File: config.mk
export PLATFORM = sky130hd
export DESIGN_NAME = seq_fsm_table_flat
export DESIGN_NICKNAME = d
export VERILOG_FILES = /design/src/rtl/seq_fsm_table_if.sv /design/src/rtl/seq_fsm_table.sv /design/src/flat_wrapper.sv
export SDC_FILE = /design/constraint.sdc
export NUM_CORES = 1
export LEC_CHECK = 0
export BUFFER_PORTS_ARGS = -buffer_cell sky130_fd_sc_hd__buf_2
export CELL_PAD_IN_SITES_DETAIL_PLACEMENT = 1
export CELL_PAD_IN_SITES_GLOBAL_PLACEMENT = 2
export CORE_UTILIZATION = 47
export DETAILED_ROUTE_END_ITERATION = 8
export PLACE_DENSITY = 0.85
export SLEW_MARGIN = 15
export SYNTH_ARGS = -nofsm -noshare
export SYNTH_HDL_FRONTEND = slang
export SYNTH_SLANG_ARGS = --single-unit
File: constraint.sdc
create_clock -name clk -period 4.75 [get_ports clk]
set_clock_uncertainty 0.05 [all_clocks]
set_input_delay 0.475 -clock clk [delete_from_list [all_inputs] [get_ports clk]]
set_output_delay 0.475 -clock clk [all_outputs]
set_load 0.05 [all_outputs]
File: src/rtl/seq_fsm_table_if.sv
// Control/table-write/status bundle for the table-driven sequencer.
// Pure wiring: no storage, no latency.
// No backpressure: the sequencer accepts a step and a table write on every edge.
interface seq_fsm_table_if #(
    parameter int SW   = 3,
    parameter int CW   = 1,
    parameter int OW   = 3,
    parameter int CNTW = 8
);
    logic              en;
    logic              restart;
    logic [CW-1:0]     a;
    logic              wr_en;
    logic [SW+CW-1:0]  wr_addr;
    logic [SW+OW-1:0]  wr_data;
    logic [OW-1:0]     s;
    logic [SW-1:0]     state;
    logic              mark;
    logic [CNTW-1:0]   cycle_cnt;

    // Stimulus/control side
    modport master (
        output en, restart, a, wr_en, wr_addr, wr_data,
        input  s, state, mark, cycle_cnt
    );

    // Sequencer side
    modport slave (
        input  en, restart, a, wr_en, wr_addr, wr_data,
        output s, state, mark, cycle_cnt
    );
endinterface

File: src/rtl/seq_fsm_table.sv
// Run-time programmable Moore sequencer: {a, state} indexes a {next_state, out} table.
// Latency: one edge from a/state to registered s, state and mark.
// No backpressure: en=0 holds the machine; table writes are accepted every edge.
// Optional completed-cycle counter enabled by macro SEQ_FSM_CYCLE_CNT_EN.
module seq_fsm_table #(
    parameter int SW    = 3,
    parameter int CW    = 1,
    parameter int OW    = 3,
    parameter int START = 0,
    parameter int MARK  = 2,
    parameter int CNTW  = 8
) (
    input  logic               clk,
    input  logic               reset,
    seq_fsm_table_if.slave     bus
);
    localparam int AW    = SW + CW;
    localparam int DEPTH = 1 << AW;
    localparam int EW    = SW + OW;

    localparam logic [SW-1:0] START_S   = SW'(START);
    localparam logic [SW-1:0] MARK_S    = SW'(MARK);
    localparam logic [EW-1:0] RST_ENTRY = {START_S, {OW{1'b0}}};

    logic [EW-1:0] table_q [DEPTH];
    logic [EW-1:0] table_d [DEPTH];
    logic [SW-1:0] state_q, state_d;
    logic [OW-1:0] s_q, s_d;
    logic          mark_q, mark_d;

    logic [AW-1:0] rd_addr;
    logic [SW-1:0] ent_next;
    logic [OW-1:0] ent_out;

    // Table lookup: reads the registered contents, so a same-edge write is not yet visible
    always_comb begin
        rd_addr             = {bus.a, state_q};
        {ent_next, ent_out} = table_q[rd_addr];
    end

    // Next-state/output: restart beats en; idle edges hold state and s but drop mark
    always_comb begin
        state_d = state_q;
        s_d     = s_q;
        mark_d  = 1'b0;
        if (bus.restart) begin
            state_d = START_S;
            s_d     = '0;
        end else if (bus.en) begin
            state_d = ent_next;
            s_d     = ent_out;
            mark_d  = (ent_next == MARK_S);
        end
    end

    // Table write port, independent of en/restart
    always_comb begin
        table_d = table_q;
        if (bus.wr_en) begin
            table_d[bus.wr_addr] = bus.wr_data;
        end
    end

    // Sequencer registers
    always_ff @(posedge clk or negedge reset) begin
        if (!reset) begin
            state_q <= START_S;
            s_q     <= '0;
            mark_q  <= 1'b0;
        end else begin
            state_q <= state_d;
            s_q     <= s_d;
            mark_q  <= mark_d;
        end
    end

    // Table storage; reset parks every entry at {START, 0}
    always_ff @(posedge clk or negedge reset) begin
        if (!reset) begin
            for (int i = 0; i < DEPTH; i++) begin
                table_q[i] <= RST_ENTRY;
            end
        end else begin
            for (int i = 0; i < DEPTH; i++) begin
                table_q[i] <= table_d[i];
            end
        end
    end

`ifdef SEQ_FSM_CYCLE_CNT_EN
    logic [CNTW-1:0] cnt_q, cnt_d;

    // Count edges that raise mark, saturating at all-ones; restart does not clear it
    always_comb begin
        cnt_d = cnt_q;
        if (mark_d && (cnt_q != {CNTW{1'b1}})) begin
            cnt_d = cnt_q + CNTW'(1);
        end
    end

    // Cycle counter register
    always_ff @(posedge clk or negedge reset) begin
        if (!reset) begin
            cnt_q <= '0;
        end else begin
            cnt_q <= cnt_d;
        end
    end

    assign bus.cycle_cnt = cnt_q;
`else
    assign bus.cycle_cnt = '0;
`endif

    assign bus.s     = s_q;
    assign bus.state = state_q;
    assign bus.mark  = mark_q;
endmodule

File: src/flat_wrapper.sv
// flat-port wrapper written by rule: the top's interface ports become plain ports
module seq_fsm_table_flat 
#(
    parameter int SW    = 3,
    parameter int CW    = 1,
    parameter int OW    = 3,
    parameter int START = 0,
    parameter int MARK  = 2,
    parameter int CNTW  = 8
)
  (clk, reset, bus_en, bus_restart, bus_a, bus_wr_en, bus_wr_addr, bus_wr_data, bus_s, bus_state, bus_mark, bus_cycle_cnt);
  seq_fsm_table_if #(.SW(SW), .CW(CW), .OW(OW), .CNTW(CNTW)) bus_i ();
  input  logic clk;
  input  logic reset;
  input wire logic [$bits(bus_i.en)-1:0] bus_en;
  input wire logic [$bits(bus_i.restart)-1:0] bus_restart;
  input wire logic [$bits(bus_i.a)-1:0] bus_a;
  input wire logic [$bits(bus_i.wr_en)-1:0] bus_wr_en;
  input wire logic [$bits(bus_i.wr_addr)-1:0] bus_wr_addr;
  input wire logic [$bits(bus_i.wr_data)-1:0] bus_wr_data;
  output wire logic [$bits(bus_i.s)-1:0] bus_s;
  output wire logic [$bits(bus_i.state)-1:0] bus_state;
  output wire logic [$bits(bus_i.mark)-1:0] bus_mark;
  output wire logic [$bits(bus_i.cycle_cnt)-1:0] bus_cycle_cnt;
  assign bus_i.en = bus_en;
  assign bus_i.restart = bus_restart;
  assign bus_i.a = bus_a;
  assign bus_i.wr_en = bus_wr_en;
  assign bus_i.wr_addr = bus_wr_addr;
  assign bus_i.wr_data = bus_wr_data;
  assign bus_s = bus_i.s;
  assign bus_state = bus_i.state;
  assign bus_mark = bus_i.mark;
  assign bus_cycle_cnt = bus_i.cycle_cnt;
  seq_fsm_table #(.SW(SW), .CW(CW), .OW(OW), .START(START), .MARK(MARK), .CNTW(CNTW)) u_core (.clk(clk), .reset(reset), .bus(bus_i));
endmodule
==> impl_metrics.json, run 1 <==
{
  "wl_per_cell_um": 21.9,
  "core.rowCount": 36,
  "crit_slowest_cell": "dfrtp_1",
  "ctsHoldBuffers": 0,
  "dp_hpwl_um": 7490,
  "portBuffers": 22,
  "die_w_um": 103,
  "worstPathRequired_ns": 4.22,
  "synth-seq-area-share": 0.543,
  "synth_edf_count": 0,
  "core_um2": 9770,
  "timing.slew.headroom": 0.489,
  "n_fill_cell": 960,
  "drt_iter0_markers": 108,
  "viasPerCell": 5.65,
  "crit_fanout": 14,
  "cts_setup_buffers": 0,
  "dr.pass1.iters": 4,
  "critPathArrivalTime_ns": 1.92,
  "yosys-top-cells-count": "dfrtp_1, mux2_1, mux4_2, clkbuf_1, nor2_1",
  "power.density_nw_per_um2": 439,
  "max_cap_viol_count": 0,
  "io_pins": 31,
  "gp_congestion": 0.738,
  "multi_input_area_um2": 2050,
  "htree_levels": 3,
  "crit_chain": "buf_4 -> buf_2",
  "grt-ovfl-total": 0,
  "async_flop_share": 1.00,
  "finalCritPeriodShare": 0.516,
  "die_area_um2": 10500,
  "post-route-drc-count": 0,
  "syn_avg_cell_area_um2": 15.2,
  "p_total_w": 0.00225,
  "final_hold_viol_count": 0,
  "fin_nets": 344,
  "rsz0062_at_grt": "false",
  "yosys.area.top_type_share": 0.543,
  "synthTopCellsByArea": "dfrtp_1, mux2_1, mux4_2",
  "cts_buffers": 9,
  "synth_cell_types": 29,
  "synth_warnings": 0,
  "worst-setup-path-type": "reg -> out",
  "holdCritPathClass": "in -> async",
  "antenna_cells": 0,
  "power.leakage_nw": 2.24,
  "clockBufferDepth": 2,
  "syn_area_um2": 4750,
  "end_kind": "output port",
  "synth_most_common_cell": "dfrtp_1",
  "antenna_found_initial": 0,
  "setup_tns_ns": 0,
  "report.final.slew_viol_count": 0,
  "yosysTopAreaCell": "dfrtp_1",
  "syn_to_final_growth_pct": 7.88,
  "num_vias": 2635,
  "grt_pass1_vias": 2839,
  "peakVddDrop_mv": 0.303,
  "fin_util": 0.524,
  "seqCellArea_um2": 2580,
  "cts.sinks": 103,
  "wirelength_um": 10200,
  "setup_viol": 0,
  "grt_pass1_wl_um": 16300,
  "grt_max_degree": 62,
  "clk_pin_slew_worst_paths_ns": 0.09,
  "cts_tree": "done",
  "timing.final.crit_period_ns": 2.45,
  "die_y_um": 103,
  "worstMarginPinSlew_ns": 0.767,
  "startpoint_type": "flop",
  "ys.flop_type": "dfrtp_1",
  "cts-root-buf": "clkbuf_8",
  "status": "finished clean",
  "post_cts_resized": 0,
  "max_freq_ghz": 0.408,
  "syn-instance-count": 313,
  "clock_latency_ns": 0.38,
  "initial_core_util": 0.486,
  "ant_nets": 0,
  "synth_seq_cells": 103,
  "cpPeakStageDelay_ns": 0.82,
  "drive_above_1_share": 0.186,
  "track_usage": 0.219
}
[placed cells by master, fill, tap and decap left out]
| master | synthesis | layout |
|---|---|---|
| dfrtp_1 | 103 | 103 |
| mux2_1 | 96 | 96 |
| buf_2 | 3 | 21 |
| mux4_2 | 20 | 20 |
| nor2_1 | 12 | 12 |
| clkbuf_8 | 0 | 9 |
| nand2_1 | 8 | 8 |
| a22oi_1 | 8 | 8 |
| conb_1 | 1 | 8 |
| nand2b_1 | 7 | 7 |
| mux4_1 | 4 | 4 |
| nor2b_1 | 4 | 4 |
| buf_4 | 9 | 4 |
| mux2i_1 | 3 | 3 |
| a22o_1 | 3 | 3 |
| nand3b_1 | 2 | 2 |
| nor3b_1 | 2 | 2 |
| a21o_1 | 2 | 2 |
| clkinv_2 | 0 | 2 |
| mux2_2 | 1 | 1 |
| or2_0 | 1 | 1 |
| and2_1 | 1 | 1 |
| o22a_1 | 1 | 1 |
| a211oi_2 | 1 | 1 |
| nand3_1 | 1 | 1 |
| or3_1 | 1 | 1 |
| o22ai_1 | 1 | 1 |
| a21oi_1 | 1 | 1 |
| a311oi_1 | 1 | 1 |
| clkbuf_1 | 15 | 1 |
| bufinv_16 | 0 | 1 |
| clkinv_4 | 0 | 1 |
| inv_8 | 0 | 1 |
| inv_6 | 0 | 1 |
[state kept, by name (all words and copies together), names as in the netlist]
| register | flops |
|---|---|
| u_core.table_q | 96 |
| u_core.bus.s | 3 |
| u_core.bus.mark | 1 |
| u_core.bus.state | 3 |
[per-stage QoR]
| step | hold WS (ns) | area [um2] | std cells | worst slack, ns |
|---|---|---|---|---|
| floorplan | 0.129 | 4780 | 320 | 2.52 |
| global placement | 0.412 | 4930 | 450 | 2.29 |
| detailed placement | 0.422 | 4930 | 450 | 2.24 |
| CTS | 0.0386 | 5120 | 466 | 2.20 |
| global route | 0.0495 | 5120 | 466 | 2.07 |
| finish | 0.0238 | 5120 | 466 | 2.30 |
[cell families (layout without fill, tap and decap cells)]
group                  count (synthesis)  in the layout  share of synthesized area
AO/OA/AOI/OAI                         18             18                     0.0300
other                                  1              8                   0.000790
AND/OR/NAND/NOR                       39             39                     0.0416
buffers and inverters                 28             41                     0.0316
flip-flops                           103            103                      0.543
multiplexers                         124            124                      0.353
[cell type report]
cell class              count  area share
multi-input cells         189       0.400
clock buffers              10      0.0249
clock inverters             6      0.0134
repair buffers             25      0.0264
flip-flops and latches    103       0.503
well taps                 133      0.0325
[path summary, 6_finish.rpt]
kind,slack (ns),endpoint,cells past startpoint,start
min in group clk,0.27,u_core.bus.state[2]$_DFFE_PN0P_,2,bus_restart
max in group asynchronous,3.47,u_core.table_q[20]$_DFFE_PN0P_,2,reset
hold / removal,0.02,u_core.table_q[70]$_DFFE_PN0P_,1,reset
setup reg to reg,2.32,u_core.bus.state[1]$_DFFE_PN0P_,5,u_core.bus.state[0]$_DFFE_PN0P_
setup / recovery,2.30,bus_state[0],2,u_core.bus.state[0]$_DFFE_PN0P_
hold reg to reg,0.44,u_core.table_q[37]$_DFFE_PN0P_,1,u_core.table_q[37]$_DFFE_PN0P_
[per-layer routing]
metal	wire length [um]	global-route usage
met5	0	0
met4	143	0.0692
met3	344	0.0461
met2	5040	0.355
met1	4670	0.298
[report_power, final]
group          internal, W  total (W)  switching (W)
Clock             0.000249   0.000552       0.000304
Sequential         0.00107    0.00120       0.000123
Combinational     0.000265   0.000500       0.000235
Total              0.00159    0.00225       0.000662
[worst max-delay path: cells and delay by family, from the launching register on]
family | cells | cell delay (ns)
DFF | 1 | 0.82
buffers and inverters | 2 | 0.71
Note: power is estimated with default switching activity, not from simulation.
==> run 2: changes to the inputs <==
- CORE_UTILIZATION: 47 -> 40
- PLACE_DENSITY: 0.85 -> 0.77
- clock period: 4.75 -> 2 ns (I/O delays scaled with it)
==> run 2 against run 1 <==
Against the previous run: register-to-register slack lost 2.2 ns; final area is 6.5% higher; worst setup slack worse by 2.2 ns; sequential power rose by 140%; wire length increased by 8.4%; sequential share of layout area decreased by 3.0 points; clock-buffer cell count grew 1; critical path type is now reg -> reg; critical path depth increased by 2.
==> impl_metrics.json, run 2 (synthesis results as in run 1) <==
{
  "status": "finished clean",
  "instances_no_fill": 497,
  "timing.final.crit_period_ns": 1.92,
  "cts_setup_buffers": 0,
  "dpl_cell_area_um2": 5140,
  "antenna_cells": 0,
  "cts.sinks": 103,
  "n_fill_cell": 1145,
  "clk_pin_slew_worst_paths_ns": 0.07,
  "multi_input_area_um2": 2040,
  "setup_viol": 0,
  "ant_nets": 0,
  "num_vias": 2742,
  "fin_nets": 365,
  "worst-setup-path-type": "reg -> reg",
  "worstPathRequired_ns": 2.21,
  "crit-reg2reg-launch": "u_core.bus.state[1]$_DFFE_PN0P_",
  "cts_tree": "done",
  "startpoint_type": "flop",
  "die_w_um": 111,
  "whs_ns": 0.0156,
  "cts-root-buf": "clkbuf_16",
  "dp_hpwl_um": 7570,
  "io_pins": 31,
  "finalCritPeriodShare": 0.960,
  "final_hold_viol_count": 0,
  "peakVddDrop_mv": 0.420,
  "dr.pass1.iters": 4,
  "power.leakage_nw": 2.41,
  "crit_fanout": 10,
  "post-route-drc-count": 0,
  "drive_above_1_share": 0.246,
  "hold_path.startpoint": "bus_restart",
  "wirelength_um": 11000,
  "syn_to_final_growth_pct": 14.9,
  "largest_reg_flops": 96,
  "die_area_um2": 12300,
  "end_kind": "flop",
  "viasPerCell": 5.52,
  "core.rowCount": 39,
  "crit_slowest_cell": "mux4_2",
  "max_freq_ghz": 0.521,
  "clockBufferDepth": 2,
  "drt_iter0_markers": 129,
  "r2r_slack_ns": 0.08,
  "hold_path_end": "u_core.bus.state[2]$_DFFE_PN0P_",
  "die_y_um": 111,
  "max_cap_viol_count": 0,
  "critPathArrivalTime_ns": 2.13,
  "track_usage": 0.201,
  "power.density_nw_per_um2": 1090,
  "cpPeakStageDelay_ns": 0.54,
  "gp_congestion": 0.742,
  "timing.slew.headroom": 0.637,
  "rsz0062_at_grt": "false",
  "grt-ovfl-total": 0,
  "htree_levels": 3,
  "grt_max_degree": 38,
  "grt_pass1_vias": 3103,
  "antenna_found_initial": 0,
  "hold_depth": 2,
  "path_delay_family": "multiplexers",
  "report.final.slew_viol_count": 0,
  "r2r-end": "u_core.bus.mark$_DFF_PN0_",
  "layout_commonest_cell": "dfrtp_1",
  "portBuffers": 22,
  "timing.final.ws_setup_ns": 0.0799,
  "top_register": "u_core.table_q",
  "cts_buffers": 9,
  "seqCellArea_um2": 2580,
  "worstMarginPinSlew_ns": 0.543,
  "dp_slack_ns": 0.0888,
  "r2r_cells": 4,
  "startpoint": "u_core.bus.state[1]$_DFFE_PN0P_",
  "clock_latency_ns": 0.35,
  "crit_chain": "mux4_2 -> mux2_4 -> or2_0 -> a211oi_2",
  "core_um2": 11500,
  "setup_tns_ns": 0,
  "design_area_um2": 5460,
  "holdCritPathClass": "in -> reg",
  "post_cts_resized": 0,
  "layout_common_cells": "dfrtp_1, mux2_1, mux4_2",
  "grt_pass1_wl_um": 18100,
  "cp_num_buf_inv": 0,
  "dp.cells": 480,
  "initial_core_util": 0.412,
  "wl_per_cell_um": 22.2
}
==> run 2: how the worst max path moves through the flow <==
stage,slack (ns),cells past startpoint,endpoint
2_1_floorplan,0.004,6,u_core.bus.s[1]$_DFFE_PN0P_
3_3_place_gp,0.16,4,u_core.bus.mark$_DFF_PN0_
3_5_place_dp,0.09,4,u_core.bus.mark$_DFF_PN0_
4_1_cts,0.06,4,u_core.bus.mark$_DFF_PN0_
5_1_grt,0.02,4,u_core.bus.mark$_DFF_PN0_
6_report,0.08,4,u_core.bus.mark$_DFF_PN0_
==> run 2: what timing repair did <==
item	in CTS	in global routing
hold buffers	1	0
setup endpoints to repair	0	0
hold endpoints to repair	34	0
==> run 2: final cells by class <==
class	instances	share of cell area
well taps	143	0.0328
flip-flops and latches	103	0.473
multi-input cells	189	0.375
clock buffers	11	0.0463
repair buffers	46	0.0633
clock inverters	5	0.0103
==> run 2: metal layers <==
metal / global-route usage / up-vias / wire length, um
met5: 0 / - / 0
met4: 0.0694 / 0 / 146
met3: 0.0323 / 11 / 463
met2: 0.312 / 56 / 5260
met1: 0.288 / 1468 / 5180
li1: - / 1207 / -
==> run 2: stage by stage <==
stage               power, W  utilization
finish               0.00592        0.474
global placement     0.00409        0.446
floorplan            0.00375            -
global route         0.00623        0.474
CTS                  0.00600        0.474
detailed placement   0.00417        0.446
==> run 2: where the power goes <==
group | internal [W] | leakage (nW) | switching, W
Sequential | 0.00256 | 1.27 | 0.000276
Clock | 0.00104 | 0.152 | 0.000766
Combinational | 0.000688 | 0.987 | 0.000599
Total | 0.00428 | 2.41 | 0.00164
==> run 3: changes to the inputs <==
- ABC_AREA: unset -> 1
- CORE_UTILIZATION: 40 -> 33
==> run 3 against run 2 <==
Against the previous run: sequential share of layout area increased by 0.29 points; synthesized cell count increased by 98%; die area increased by 24%; highest routed layer unchanged.
==> impl_metrics.json, run 3 <==
{
  "initial_core_util": 0.338,
  "r2r-end": "u_core.bus.s[1]$_DFFE_PN0P_",
  "timing.final.ws_setup_ns": 0.228,
  "r2r_slack_ns": 0.23,
  "antenna_cells": 0,
  "timing.final.crit_period_ns": 1.77,
  "synth_edf_count": 0,
  "end_kind": "output port",
  "portBuffers": 22,
  "grt_pass1_vias": 4173,
  "yosys.area.top_type_share": 0.527,
  "fin_nets": 641,
  "syn_to_final_growth_pct": 10.8,
  "synth_cell_types": 19,
  "layout_commonest_cell": "nand2_1",
  "viasPerCell": 5.06,
  "holdCritPathClass": "in -> reg",
  "design_area_um2": 5420,
  "cts_setup_buffers": 0,
  "finalCritPeriodShare": 0.886,
  "grt_max_degree": 48,
  "peakVddDrop_mv": 0.452,
  "gp_congestion": 0.824,
  "clockBufferDepth": 2,
  "power.density_nw_per_um2": 1090,
  "ant_nets": 0,
  "cts_buffers": 9,
  "dr.pass1.iters": 4,
  "post_cts_resized": 0,
  "timing.slew.headroom": 0.528,
  "track_usage": 0.213,
  "critPathArrivalTime_ns": 1.52,
  "cts.sinks": 103,
  "drive_above_1_share": 0.0968,
  "layout_common_cells": "nand2_1, o21ai_0, dfrtp_1",
  "crit-reg2reg-launch": "u_core.bus.state[0]$_DFFE_PN0P_",
  "endpoint": "bus_state[0]",
  "wl_per_cell_um": 18.3,
  "die_area_um2": 15300,
  "r2r_cells": 8,
  "max_cap_viol_count": 0,
  "grt-ovfl-total": 0,
  "core_um2": 14500,
  "syn_avg_cell_area_um2": 7.91,
  "synthTopCellsByArea": "dfrtp_1, nand2_1, o21ai_0",
  "yosysTopAreaCell": "dfrtp_1",
  "post-route-drc-count": 0,
  "core.rowCount": 44,
  "drt_iter0_markers": 206,
  "worstPathRequired_ns": 1.75,
  "wirelength_um": 14900,
  "worstMarginPinSlew_ns": 0.707,
  "worst-setup-path-type": "reg -> out",
  "cts-root-buf": "clkbuf_16",
  "synth_most_common_cell": "nand2_1",
  "syn_area_um2": 4890,
  "rsz0062_at_grt": "false",
  "setup_viol": 0,
  "dp_hpwl_um": 10400,
  "num_vias": 4116,
  "startpoint": "u_core.bus.state[0]$_DFFE_PN0P_",
  "io_pins": 31,
  "grt_pass1_wl_um": 23900,
  "startpoint_type": "flop",
  "setup_tns_ns": 0,
  "crit_fanout": 26,
  "clk_pin_slew_worst_paths_ns": 0.07,
  "syn-instance-count": 619,
  "ctsHoldBuffers": 1,
  "max_freq_ghz": 0.564,
  "cts_tree": "done",
  "top_register": "u_core.table_q",
  "yosys-top-cells-count": "nand2_1, o21ai_0, dfrtp_1, nor2_1, nand3_1",
  "htree_levels": 3,
  "status": "finished clean",
  "dpl_cell_area_um2": 5110,
  "report.final.slew_viol_count": 0,
  "synth_warnings": 0,
  "power.leakage_nw": 2.62,
  "async_flop_share": 1.00,
  "clock_latency_ns": 0.35,
  "dp_slack_ns": 0.307,
  "antenna_found_initial": 0,
  "synth_seq_cells": 103,
  "final_hold_viol_count": 0,
  "largest_reg_flops": 96,
  "die_w_um": 124,
  "synth-seq-area-share": 0.527,
  "die_y_um": 124,
  "ys.flop_type": "dfrtp_1"
}
==> run 3: cell types whose count changed in the layout (fill, tap and decap cells not counted), sizes merged, moves of 4 or more <==
| cell | delta |
|---|---|
| mux4 | -24 |
| inv | +48 |
| nand2b | -7 |
| a22oi | -8 |
| nand2 | +173 |
| nor2 | +43 |
| buf | -11 |
| o21ai | +123 |
| o211ai | +8 |
| nor2b | -4 |
| nor3 | +4 |
| nand3 | +46 |
| mux2 | -97 |
==> run 3: cell type report <==
type,instances,area (um2)
fill,1747,9060
sequential,103,2580
multi-input combinational,429,1910
clock buffer,11,243
tap,184,230
timing repair buffer,35,225
inverter,47,176
clock inverter,5,56.3
==> run 3: cells by family after synthesis <==
group | count (synthesis) | share of synthesized area
buffers and inverters | 94 | 0.0880
AOI/OAI and AO/OA | 134 | 0.142
and+or+nand+nor | 287 | 0.243
DFF | 103 | 0.527
other | 1 | 0.000766
==> run 3: through the flow <==
step	hold WS (ns)	total power, W	cells	utilization
detailed placement	0.0420	0.00417	797	0.353
CTS	0.0292	0.00600	814	0.374
global placement	0.0397	0.00412	797	0.353
floorplan	-0.146	0.00370	626	-
global route	0.0516	0.00630	814	0.374
finish	0.0411	0.00594	814	0.374
==> run 3: where the power goes <==
group | total, W | internal, W | leakage [nW] | switching [W]
clock | 0.00181 | 0.00101 | 0.146 | 0.000800
combinational | 0.00138 | 0.000448 | 1.17 | 0.000932
sequential | 0.00275 | 0.00251 | 1.30 | 0.000238
total | 0.00594 | 0.00396 | 2.62 | 0.00197
==> run 3: layer usage <==
metal  wire length (um)  track usage
met1               7200        0.289
met2               6990        0.346
met3                367       0.0266
met4                354       0.0828
met5                  0            0
==> run 3: worst min-delay path by stage <==
| stage | startpoint | to | depth (start not counted) |
|---|---|---|---|
| 2_1_floorplan | reset | u_core.bus.mark$_DFF_PN0_ | 0 |
| 3_3_place_gp | reset | u_core.table_q[4]$_DFFE_PN0P_ | 1 |
| 3_5_place_dp | reset | u_core.table_q[4]$_DFFE_PN0P_ | 1 |
| 4_1_cts | bus_wr_data[2] | u_core.table_q[56]$_DFFE_PN0P_ | 3 |
| 5_1_grt | bus_wr_data[2] | u_core.table_q[56]$_DFFE_PN0P_ | 3 |
| 6_report | bus_wr_data[2] | u_core.table_q[56]$_DFFE_PN0P_ | 3 |
==> run 3: critical path: stages (launching register included) <==
cell     delay [ns]
dfrtp_2        0.51
buf_4          0.33
buf_2          0.33
